File: src/rtl/tempsense_pkg.sv
// ---------------------------------------------------------------------------
// tempsense_pkg
// Shared definitions for the temperature-sensor PWM decoder:
//   - decoder state encoding (2-bit enum)
//   - default counter width and averaging depth
//   - helper returning the all-ones saturation value for a given width
// ---------------------------------------------------------------------------
package tempsense_pkg;

  typedef enum logic [1:0] {
    S_IDLE  = 2'd0,
    S_COUNT = 2'd1,
    S_ACCUM = 2'd2,
    S_OUT   = 2'd3
  } state_e;

  localparam int CNT_W_DEF    = 12;
  localparam int AVG_LOG2_DEF = 2;

  // Largest value representable in 'width' bits (valid for width <= 31).
  function automatic logic [31:0] sat_value(input int unsigned width);
    return (32'd1 << width) - 32'd1;
  endfunction

endpackage

File: src/rtl/tempsense_sync.sv
// ---------------------------------------------------------------------------
// tempsense_sync
// Multi-flop synchroniser bringing one asynchronous bit into the clk domain.
// Ports:
//   clk      system clock
//   reset_n  asynchronous active-low reset (chain clears to 0)
//   i_d      asynchronous input bit
//   o_q      synchronised output (STAGES cycles of latency)
// STAGES must be at least 2.
// ---------------------------------------------------------------------------
module tempsense_sync #(
  parameter int STAGES = 2
) (
  input  logic clk,
  input  logic reset_n,
  input  logic i_d,
  output logic o_q
);

  logic [STAGES-1:0] r_chain;

  always_ff @(posedge clk or negedge reset_n) begin
    if (!reset_n) begin
      r_chain <= '0;
    end else begin
      r_chain <= {r_chain[STAGES-2:0], i_d};
    end
  end

  assign o_q = r_chain[STAGES-1];

endmodule

File: src/rtl/tempsense_pwm_decoder.sv
// ---------------------------------------------------------------------------
// tempsense_pwm_decoder
// Measures the PWM high time inside each sensor measurement window, averages
// 2^AVG_LOG2 windows and presents the result on a valid/ready handshake.
// Ports:
//   clk        system clock (much faster than the sensor clock)
//   reset_n    asynchronous active-low reset
//   i_pwm      asynchronous PWM from the sensor
//   i_window   asynchronous measurement-window strobe
//   i_clear    synchronous clear of batch, flags and pending output
//   i_ready    downstream ready
//   o_code     averaged high-time code in clk cycles
//   o_valid    o_code valid
//   o_sat      some window of this batch saturated (qualified by o_valid)
//   o_overrun  sticky: a window was skipped while an output was pending
//   o_busy     a batch is in progress
// ---------------------------------------------------------------------------
module tempsense_pwm_decoder
  import tempsense_pkg::*;
#(
  parameter int CNT_W       = CNT_W_DEF,
  parameter int AVG_LOG2    = AVG_LOG2_DEF,
  parameter int SYNC_STAGES = 2
) (
  input  logic             clk,
  input  logic             reset_n,
  input  logic             i_pwm,
  input  logic             i_window,
  input  logic             i_clear,
  input  logic             i_ready,
  output logic [CNT_W-1:0] o_code,
  output logic             o_valid,
  output logic             o_sat,
  output logic             o_overrun,
  output logic             o_busy
);

  localparam int ACC_W   = CNT_W + AVG_LOG2;
  localparam int NWIN_W  = AVG_LOG2 + 1;
  localparam int PRIME_W = $clog2(SYNC_STAGES + 1);
  localparam logic [CNT_W-1:0]  SAT      = CNT_W'(sat_value(CNT_W));
  localparam logic [NWIN_W-1:0] LAST_WIN = NWIN_W'((1 << AVG_LOG2) - 1);

  logic               w_pwm;
  logic               w_win;
  logic               r_win_d;
  logic [PRIME_W-1:0] r_prime;
  logic               w_primed;
  logic               w_rise;
  logic               w_fall;
  state_e             r_state;
  state_e             w_next;
  logic [CNT_W-1:0]   r_cnt;
  logic [ACC_W-1:0]   r_acc;
  logic [NWIN_W-1:0]  r_nwin;
  logic               r_batch_sat;
  logic [ACC_W-1:0]   w_sum;
  logic [ACC_W-1:0]   w_shift;
  logic               w_last;

  tempsense_sync #(.STAGES(SYNC_STAGES)) u_sync_pwm (
    .clk     (clk),
    .reset_n (reset_n),
    .i_d     (i_pwm),
    .o_q     (w_pwm)
  );

  tempsense_sync #(.STAGES(SYNC_STAGES)) u_sync_win (
    .clk     (clk),
    .reset_n (reset_n),
    .i_d     (i_window),
    .o_q     (w_win)
  );

  // The synchronisers hold 0 until the pin value has propagated through them.
  // Until then the history flop is pinned high, so a window that was already
  // open across reset never looks like a fresh rise.
  always_ff @(posedge clk or negedge reset_n) begin
    if (!reset_n) begin
      r_prime <= '0;
      r_win_d <= 1'b1;
    end else if (!w_primed) begin
      r_prime <= r_prime + PRIME_W'(1);
      r_win_d <= 1'b1;
    end else begin
      r_win_d <= w_win;
    end
  end

  assign w_primed = (r_prime == PRIME_W'(SYNC_STAGES));
  assign w_rise   = w_primed &  w_win & ~r_win_d;
  assign w_fall   = w_primed & ~w_win &  r_win_d;

  assign w_sum   = r_acc + ACC_W'(r_cnt);
  assign w_shift = w_sum >> AVG_LOG2;
  assign w_last  = (r_nwin == LAST_WIN);
  assign o_busy  = (r_state != S_IDLE) || (r_nwin != '0);

  always_ff @(posedge clk or negedge reset_n) begin
    if (!reset_n) begin
      r_state <= S_IDLE;
    end else begin
      r_state <= w_next;
    end
  end

  // In OUT a window rise only flags an overrun; the state leaves OUT solely
  // on a completed transfer, so the skipped window is already open by then.
  always_comb begin
    w_next = r_state;
    if (i_clear) begin
      w_next = S_IDLE;
    end else begin
      case (r_state)
        S_IDLE:  if (w_rise) w_next = S_COUNT;
        S_COUNT: if (w_fall) w_next = S_ACCUM;
        S_ACCUM: w_next = w_last ? S_OUT : S_IDLE;
        S_OUT:   if (i_ready) w_next = S_IDLE;
        default: w_next = S_IDLE;
      endcase
    end
  end

  always_ff @(posedge clk or negedge reset_n) begin
    if (!reset_n) begin
      r_cnt       <= '0;
      r_acc       <= '0;
      r_nwin      <= '0;
      r_batch_sat <= 1'b0;
      o_code      <= '0;
      o_valid     <= 1'b0;
      o_sat       <= 1'b0;
      o_overrun   <= 1'b0;
    end else if (i_clear) begin
      r_cnt       <= '0;
      r_acc       <= '0;
      r_nwin      <= '0;
      r_batch_sat <= 1'b0;
      o_valid     <= 1'b0;
      o_sat       <= 1'b0;
      o_overrun   <= 1'b0;
    end else begin
      case (r_state)
        S_IDLE: begin
          if (w_rise) r_cnt <= '0;
        end
        S_COUNT: begin
          // Counter sticks at all-ones; reaching it marks the batch saturated.
          if (w_win && w_pwm) begin
            if (r_cnt != SAT) r_cnt <= r_cnt + CNT_W'(1);
            if (r_cnt >= SAT - CNT_W'(1)) r_batch_sat <= 1'b1;
          end
        end
        S_ACCUM: begin
          if (w_last) begin
            o_code      <= w_shift[CNT_W-1:0];
            o_sat       <= r_batch_sat;
            o_valid     <= 1'b1;
            r_acc       <= '0;
            r_nwin      <= '0;
            r_batch_sat <= 1'b0;
          end else begin
            r_acc  <= w_sum;
            r_nwin <= r_nwin + NWIN_W'(1);
          end
        end
        S_OUT: begin
          if (i_ready) o_valid   <= 1'b0;
          if (w_rise)  o_overrun <= 1'b1;
        end
        default: ;
      endcase
    end
  end

endmodule

File: config.mk
export PLATFORM = sky130hd
export DESIGN_NAME = tempsense_pwm_decoder
export DESIGN_NICKNAME = d
export VERILOG_FILES = /design/src/rtl/tempsense_pkg.sv /design/src/rtl/tempsense_sync.sv /design/src/rtl/tempsense_pwm_decoder.sv
export SDC_FILE = /design/constraint.sdc
export NUM_CORES = 1
export LEC_CHECK = 0
export CAP_MARGIN = 20
export CORE_ASPECT_RATIO = 0.75
export CORE_UTILIZATION = 50
export CTS_CLUSTER_DIAMETER = 30
export DETAILED_ROUTE_END_ITERATION = 16
export GPL_TIMING_DRIVEN = 1
export PLACE_DENSITY = 0.7
export SLEW_MARGIN = 20
export SYNTH_ARGS = -nofsm -noshare
export SYNTH_HDL_FRONTEND = slang
export SYNTH_SLANG_ARGS = --single-unit
File: constraint.sdc
create_clock -name clk -period 4.75 [get_ports clk]
set_clock_uncertainty 0.15 [all_clocks]
set_input_delay 1.425 -clock clk [delete_from_list [all_inputs] [get_ports clk]]
set_output_delay 1.425 -clock clk [all_outputs]
set_load 0.02 [all_outputs]
==> results.cfg <==
[cells_and_area]
final_common_cell = dfrtp_1
fin_nets = 344
n_antenna_cell = 0
area_delta_synth_final_pct = 12.0
mostFrequentLayoutCells = dfrtp_1 (53), nand2_1 (38), o21ai_0 (22)
utilization = 0.603
design_area_um2 = 3330
layout-drive-gt1-share = 0.0810

[die]
pin_count = 22
die_area_um2 = 6270
dieWidth_um = 91.1
start_util = 0.539
core_area_um2 = 5530
dieHeight_um = 68.8
rows = 23

[global_routing]
grt_max_degree = 37
antenna_found_initial = 0
grt_remaining_overflow = 0
grt_usage = 0.219
grt_first_pass_wirelength_um = 10700
grt_pass1_vias = 2187

[yosys]
syn_avg_cell_area_um2 = 9.82
synthFlopType = dfrtp_1
netlist_instances = 303
synthAdderAreaFrac = 0.0782
seq_area_frac_synth = 0.454
synth_compound_area_frac = 0.209
synth_edf_count = 0
muxShareOfSynthArea = 0.0219
synthSimpleGateAreaFrac = 0.181
netlist_area_um2 = 2980
synth_top_family_by_area = compound AO/OA/AOI/OAI gates
syn_nets = 327
synth_xor_area_frac = 0.0235
synth_cell_types = 57
async_flop_share = 1.00
ys_seq_elements = 54
ys_warn_count = 0

[clock_tree]
clock-root-buffer = clkbuf_8
cts_tree = built
cts_inserted_buffers = 5
hold_buffers = 0
cts_resized = 0
clkLatencyLatePin_ns = 0.30
htreeDepth = 2
cts_setup_buffers = 0
clockBufferDepth = 2
clkSinkCount = 54
path_clk_slew_ns = 0.10

[drt]
drtIter0Drc = 172
vias_per_cell = 6.04
drc = 0
vias = 2393
ant_nets = 0
wl_per_cell_um = 15.8
wl_um = 6280
dr.pass1.iters = 5

[place]
dp_hpwl_um = 4440
portBuffers = 21
dpl_cell_area_um2 = 3240
post-place-ws_ns = 0.782
place.gp.congestion = 0.818

[pwr]
p_leak_nw = 1.57
swShare = 0.242
p_int_mw = 0.606
ir_drop_mv = 0.166
powerDensity_nw_per_um2 = 240
combinationalPowerShare = 0.074
p_clk_frac = 0.333
total_power_mw = 0.800
p_sw_mw = 0.194
p_seq_frac = 0.593

[worst_setup_path]
crit_fanout = 17
critPathBufInv = 2
crit_type = primary input to flop
worstPathRequired_ns = 4.82
startpoint_type = primary input
critical_path.top_delay_family = simple AND/OR/NAND/NOR gates
cp-end-kind = flop
max_stage_delay_ns = 0.73
worstPathArrival_ns = 3.74
cp_slowest_cell = or4b_1
crit_chain = clkdlybuf4s50_1, buf_4, or3b_1, or4b_1, nand2b_4, o31ai_2

[timing]
tightest_slew_ns = 0.864
hold_viol = 0
fin_crit_ns = 3.67
setup-violations-final = 0
setup_slack_ns = 1.08
slew_headroom = 0.422
finalMaxSlewViolations = 0
rsz0062_at_grt = false
tns_ns = 0
fmax_ghz = 0.273
period_share = 0.772

[hold_path]
hold_path.class = flop to flop

[outcome]
status = complete, no violations

[run]
max-cap-violations = 0
per-stage QoR:
stage,hold WS [ns],instances
2_1_floorplan,0.181,303
3_3_place_gp,0.182,388
3_5_place_dp,0.191,388
4_1_cts,0.212,396
5_1_grt,0.228,396
6_report,0.210,396
routing by layer:
metal  track usage  vias to the layer above  wire length, um
met3        0.0362                        4              250
met4        0.0536                        0               34
met5             0                        -                0
met2         0.335                       62             2690
met1         0.326                     1175             3300
li1              -                     1152                -
cell type report:
cell class                 instances  area [um2]
clock buffer                       6        82.6
clock inverter                     2        12.5
fill                             510        2190
inverter                          11        41.3
multi-input combinational        225        1530
sequential                        54        1350
tap                               75        93.8
timing repair buffer              23         220
kinds of logic after synthesis:
family | Yosys count
DFF | 54
buffers and inverters | 24
and+or+nand+nor | 105
muxes | 6
AOI/OAI and AO/OA | 88
adders and majority gates | 18
xor gates and xnor gates | 8
flip-flops by register name, summed over array words and instances (netlist names):
register            cells
o_code                 12
o_overrun               1
o_sat                   1
o_valid                 1
r_acc                  14
r_batch_sat             1
r_cnt                  12
r_nwin                  3
r_prime                 2
r_state                 2
r_win_d                 1
u_sync_pwm.r_chain      2
u_sync_win.r_chain      2
power by group through the flow:
stage,logic [mW],clock network [mW],registers (mW)
after floorplan,0.0337,0,0.481
after global routing,0.0670,0.292,0.476
after CTS,0.0597,0.275,0.474
final,0.0593,0.266,0.474
after detailed placement,0.0595,0,0.483
after global placement,0.0586,0,0.483
cells in the mapped netlist, drive strengths merged, types with 2 or more instances:
master	instances	area share
and2	4	0.0084
nor2	17	0.021
dfrtp	53	0.45
nand3	8	0.013
o211ai	2	0.0050
a32o	2	0.0067
xnor2	4	0.012
a31oi	6	0.013
a21o	6	0.015
a22o	9	0.026
a211o	2	0.0059
a211oi	3	0.0076
buf	6	0.0097
nor4	3	0.0063
o21ai	23	0.039
nand2	38	0.048
o31ai	9	0.026
nor3b	2	0.0050
clkbuf	7	0.0088
and3b	2	0.0059
nand4	7	0.015
a2bb2oi	2	0.0059
nor2b	3	0.0063
ha	17	0.071
a31o	2	0.0059
nor3	6	0.010
or3	2	0.0042
a21oi	12	0.020
inv	11	0.014
mux2	4	0.015
or4	3	0.0076
or3b	2	0.0059
o41ai	2	0.0084
xor2	4	0.012
mux2i	2	0.0067
final timing paths:
kind,startpoint,end,slack [ns],depth (start not counted)
setup reg to reg,r_cnt[0],o_code[10],1.76,7
hold reg to reg,u_sync_win.r_chain[0],u_sync_win.r_chain[1],0.21,0
min in group asynchronous,reset_n,r_acc[2],1.06,1
hold / removal,u_sync_win.r_chain[0],u_sync_win.r_chain[1],0.21,0
max in group asynchronous,reset_n,r_nwin[1],2.63,2
setup / recovery,i_clear,r_cnt[9],1.08,6
Power figures use the tool's default switching activity.
==> edit (same flow settings) <==
Change the package constant `AVG_LOG2_DEF` from 2 to 1.
--- a/src/rtl/tempsense_pkg.sv
+++ b/src/rtl/tempsense_pkg.sv
@@ -15,7 +15,7 @@
   } state_e;
 
   localparam int CNT_W_DEF    = 12;
-  localparam int AVG_LOG2_DEF = 2;
+  localparam int AVG_LOG2_DEF = 1;
 
   // Largest value representable in 'width' bits (valid for width <= 31).
   function automatic logic [31:0] sat_value(input int unsigned width);
Behaviour: not the same (a bounded check fails within 10 cycles, from zero or initial values and one cycle with reset_n low).
==> edit against the unedited design <==
- area after synthesis down 4.7%
- routed wire length decreased by 5.9%
- sequential share of layout area down 0.056 points
- final area fell by 3.6%
- total power rose by 1.2%
- critical path type is now reg -> out
- worst hold slack lost 0.0064 ns
- sequential cell count down 2
- setup slack better by 0.14 ns
- largest power group unchanged
- critical path depth is 4 lower
- global-route usage is 0.58 points lower
==> edit: results (changes against the unedited design) <==
stage	metric	value	unit	change
run_status	status	finished, final reports clean		
clocking	H-tree level count	2		unchanged
clocking	clk_lat worst skew	0.31	ns	
routing	Via density	5.70		-5.7%
sta	Tightest Pin Transition	1.04	ns	+0.177 ns
logic_synthesis	sequential fraction of the synthesis area	0.459		+0.00501
clocking	CTS Buf Count	5		unchanged
cells_and_area	fraction of layout cells with a size suffix above 1	0.0744		-0.00656
placed_design	DP Area	0.00310	mm^2	-4.1%
cells_and_area	nets	330		-4.1%
clocking	clk buf depth	2		unchanged
global_route	total track usage	0.213		-0.00580
placed_design	worst slack at placement	1.00	ns	+0.222 ns
logic_synthesis	synth top area cells	dfrtp_1, ha_1, a21oi_1, nand2_1, a22o_1		
clocking	post-cts resize count	0		unchanged
pwr	Pleak	1.43	nW	-8.5%
clocking	CTS clock-pin slew for the worst setup and hold paths	0.10	ns	about the same
global_route	largest net degree at the start of global routing	30		-19%
global_route	vias in the first global route	1940		-11%
clocking	Post-CTS Setup Bufs	0		unchanged
critical_path	Reg2Reg Depth	6		-1
routing	Initial DRT Pass Iterations	4		-1
logic_synthesis	Post-synth top cells	dfrtp_1, nand2_1, a21oi_1		
routing	routed len/inst	15.4	um	-2.9%
critical_path	Critical Path Fanout Max	12		-5
placed_design	GP Congestion	0.853		+4.2%
logic_synthesis	synth unique cells	48		-16%
routing	Iteration-0 DRC Markers	182		+5.8%
critical_path	arrival time worst endpoint	1.95	ns	-1.79 ns
min_path	HP Class	reg -> reg		
placed_design	Port Buf Inserts	21		unchanged
min_path	hold-critical path depth	0		unchanged
clocking	root buf cell	clkbuf_8		
cells_and_area	Top Registers	r_acc (13), o_code (12), r_cnt (12)		
global_route	first-pass GRT wire length	9570	um	-10%
placed_design	DP HPWL	4260	um	-4.2%
pwr	Max IR drop VDD	117	uV	-30%
logic_synthesis	Syn Nets	310		-5.2%
edit: cell types whose count changed after synthesis, moves of 5 or more:
cell      before  now
nand2b_1       0    8
o21ai_0       22   12
nand2_1       38   30
a21oi_1       12   23
o21ai_1        1    8
and3_1         1    6
edit: logic make-up (layout without fill, tap and decap cells):
logic type,Yosys count,after routing,synth area share
XOR/XNOR,10,10,0.0309
multiplexers,7,7,0.0278
AND/OR/NAND/NOR,95,95,0.177
adder cells (fa/ha/maj),16,16,0.0733
flip-flops,52,52,0.459
buffers and inverters,20,41,0.0309
AO/OA/AOI/OAI,88,88,0.201
edit: final cells by class:
cell class	instances	area, um^2
well taps	75	93.8
inverters	9	33.8
fillers	468	2200
flip-flops and latches	52	1300
repair buffers	24	228
clock buffers	5	68.8
clock inverters	3	42.5
multi-input cells	216	1450
edit: metal layers:
metal | up-vias | share of wire | GRT usage
li1 | 1103 | - | -
met2 | 48 | 0.40 | 0.287
met3 | 6 | 0.040 | 0.0367
met4 | 0 | 0.0093 | 0.0615
met1 | 1031 | 0.55 | 0.345
met5 | - | 0 | 0
edit: power by group:
group,total (mW),leakage [nW],switching (mW),internal [mW]
registers,0.455,0.699,0.00725,0.447
clock network,0.308,0.0541,0.152,0.156
logic,0.0462,0.681,0.0292,0.0170
total,0.809,1.43,0.188,0.621
edit: path summary, 6_finish.rpt:
kind,start,slack (ns),endpoint
max reg2reg,r_cnt[1]$_DFFE_PN0P_,1.92,r_cnt[3]$_DFFE_PN0P_
max,r_state[1]$_DFFE_PN0P_,1.23,o_busy
min reg2reg,u_sync_win.r_chain[0]$_DFF_PN0_,0.20,u_sync_win.r_chain[1]$_DFF_PN0_
min,u_sync_win.r_chain[0]$_DFF_PN0_,0.20,u_sync_win.r_chain[1]$_DFF_PN0_
max in group asynchronous,reset_n,2.70,r_win_d$_DFF_PN1_
min in group asynchronous,reset_n,0.92,r_nwin[1]$_DFFE_PN0N_
edit: worst max-delay path, stage by stage (launching register included):
cell and delay (ns):
dfrtp_1 0.54, or4_1 0.54, clkdlybuf4s50_1 0.55
edit: stage by stage:
stage | std cells | util
after floorplan | 288 | -
after global placement | 376 | 0.574
after detailed placement | 376 | 0.574
after CTS | 384 | 0.594
after global routing | 384 | 0.594
final | 384 | 0.594
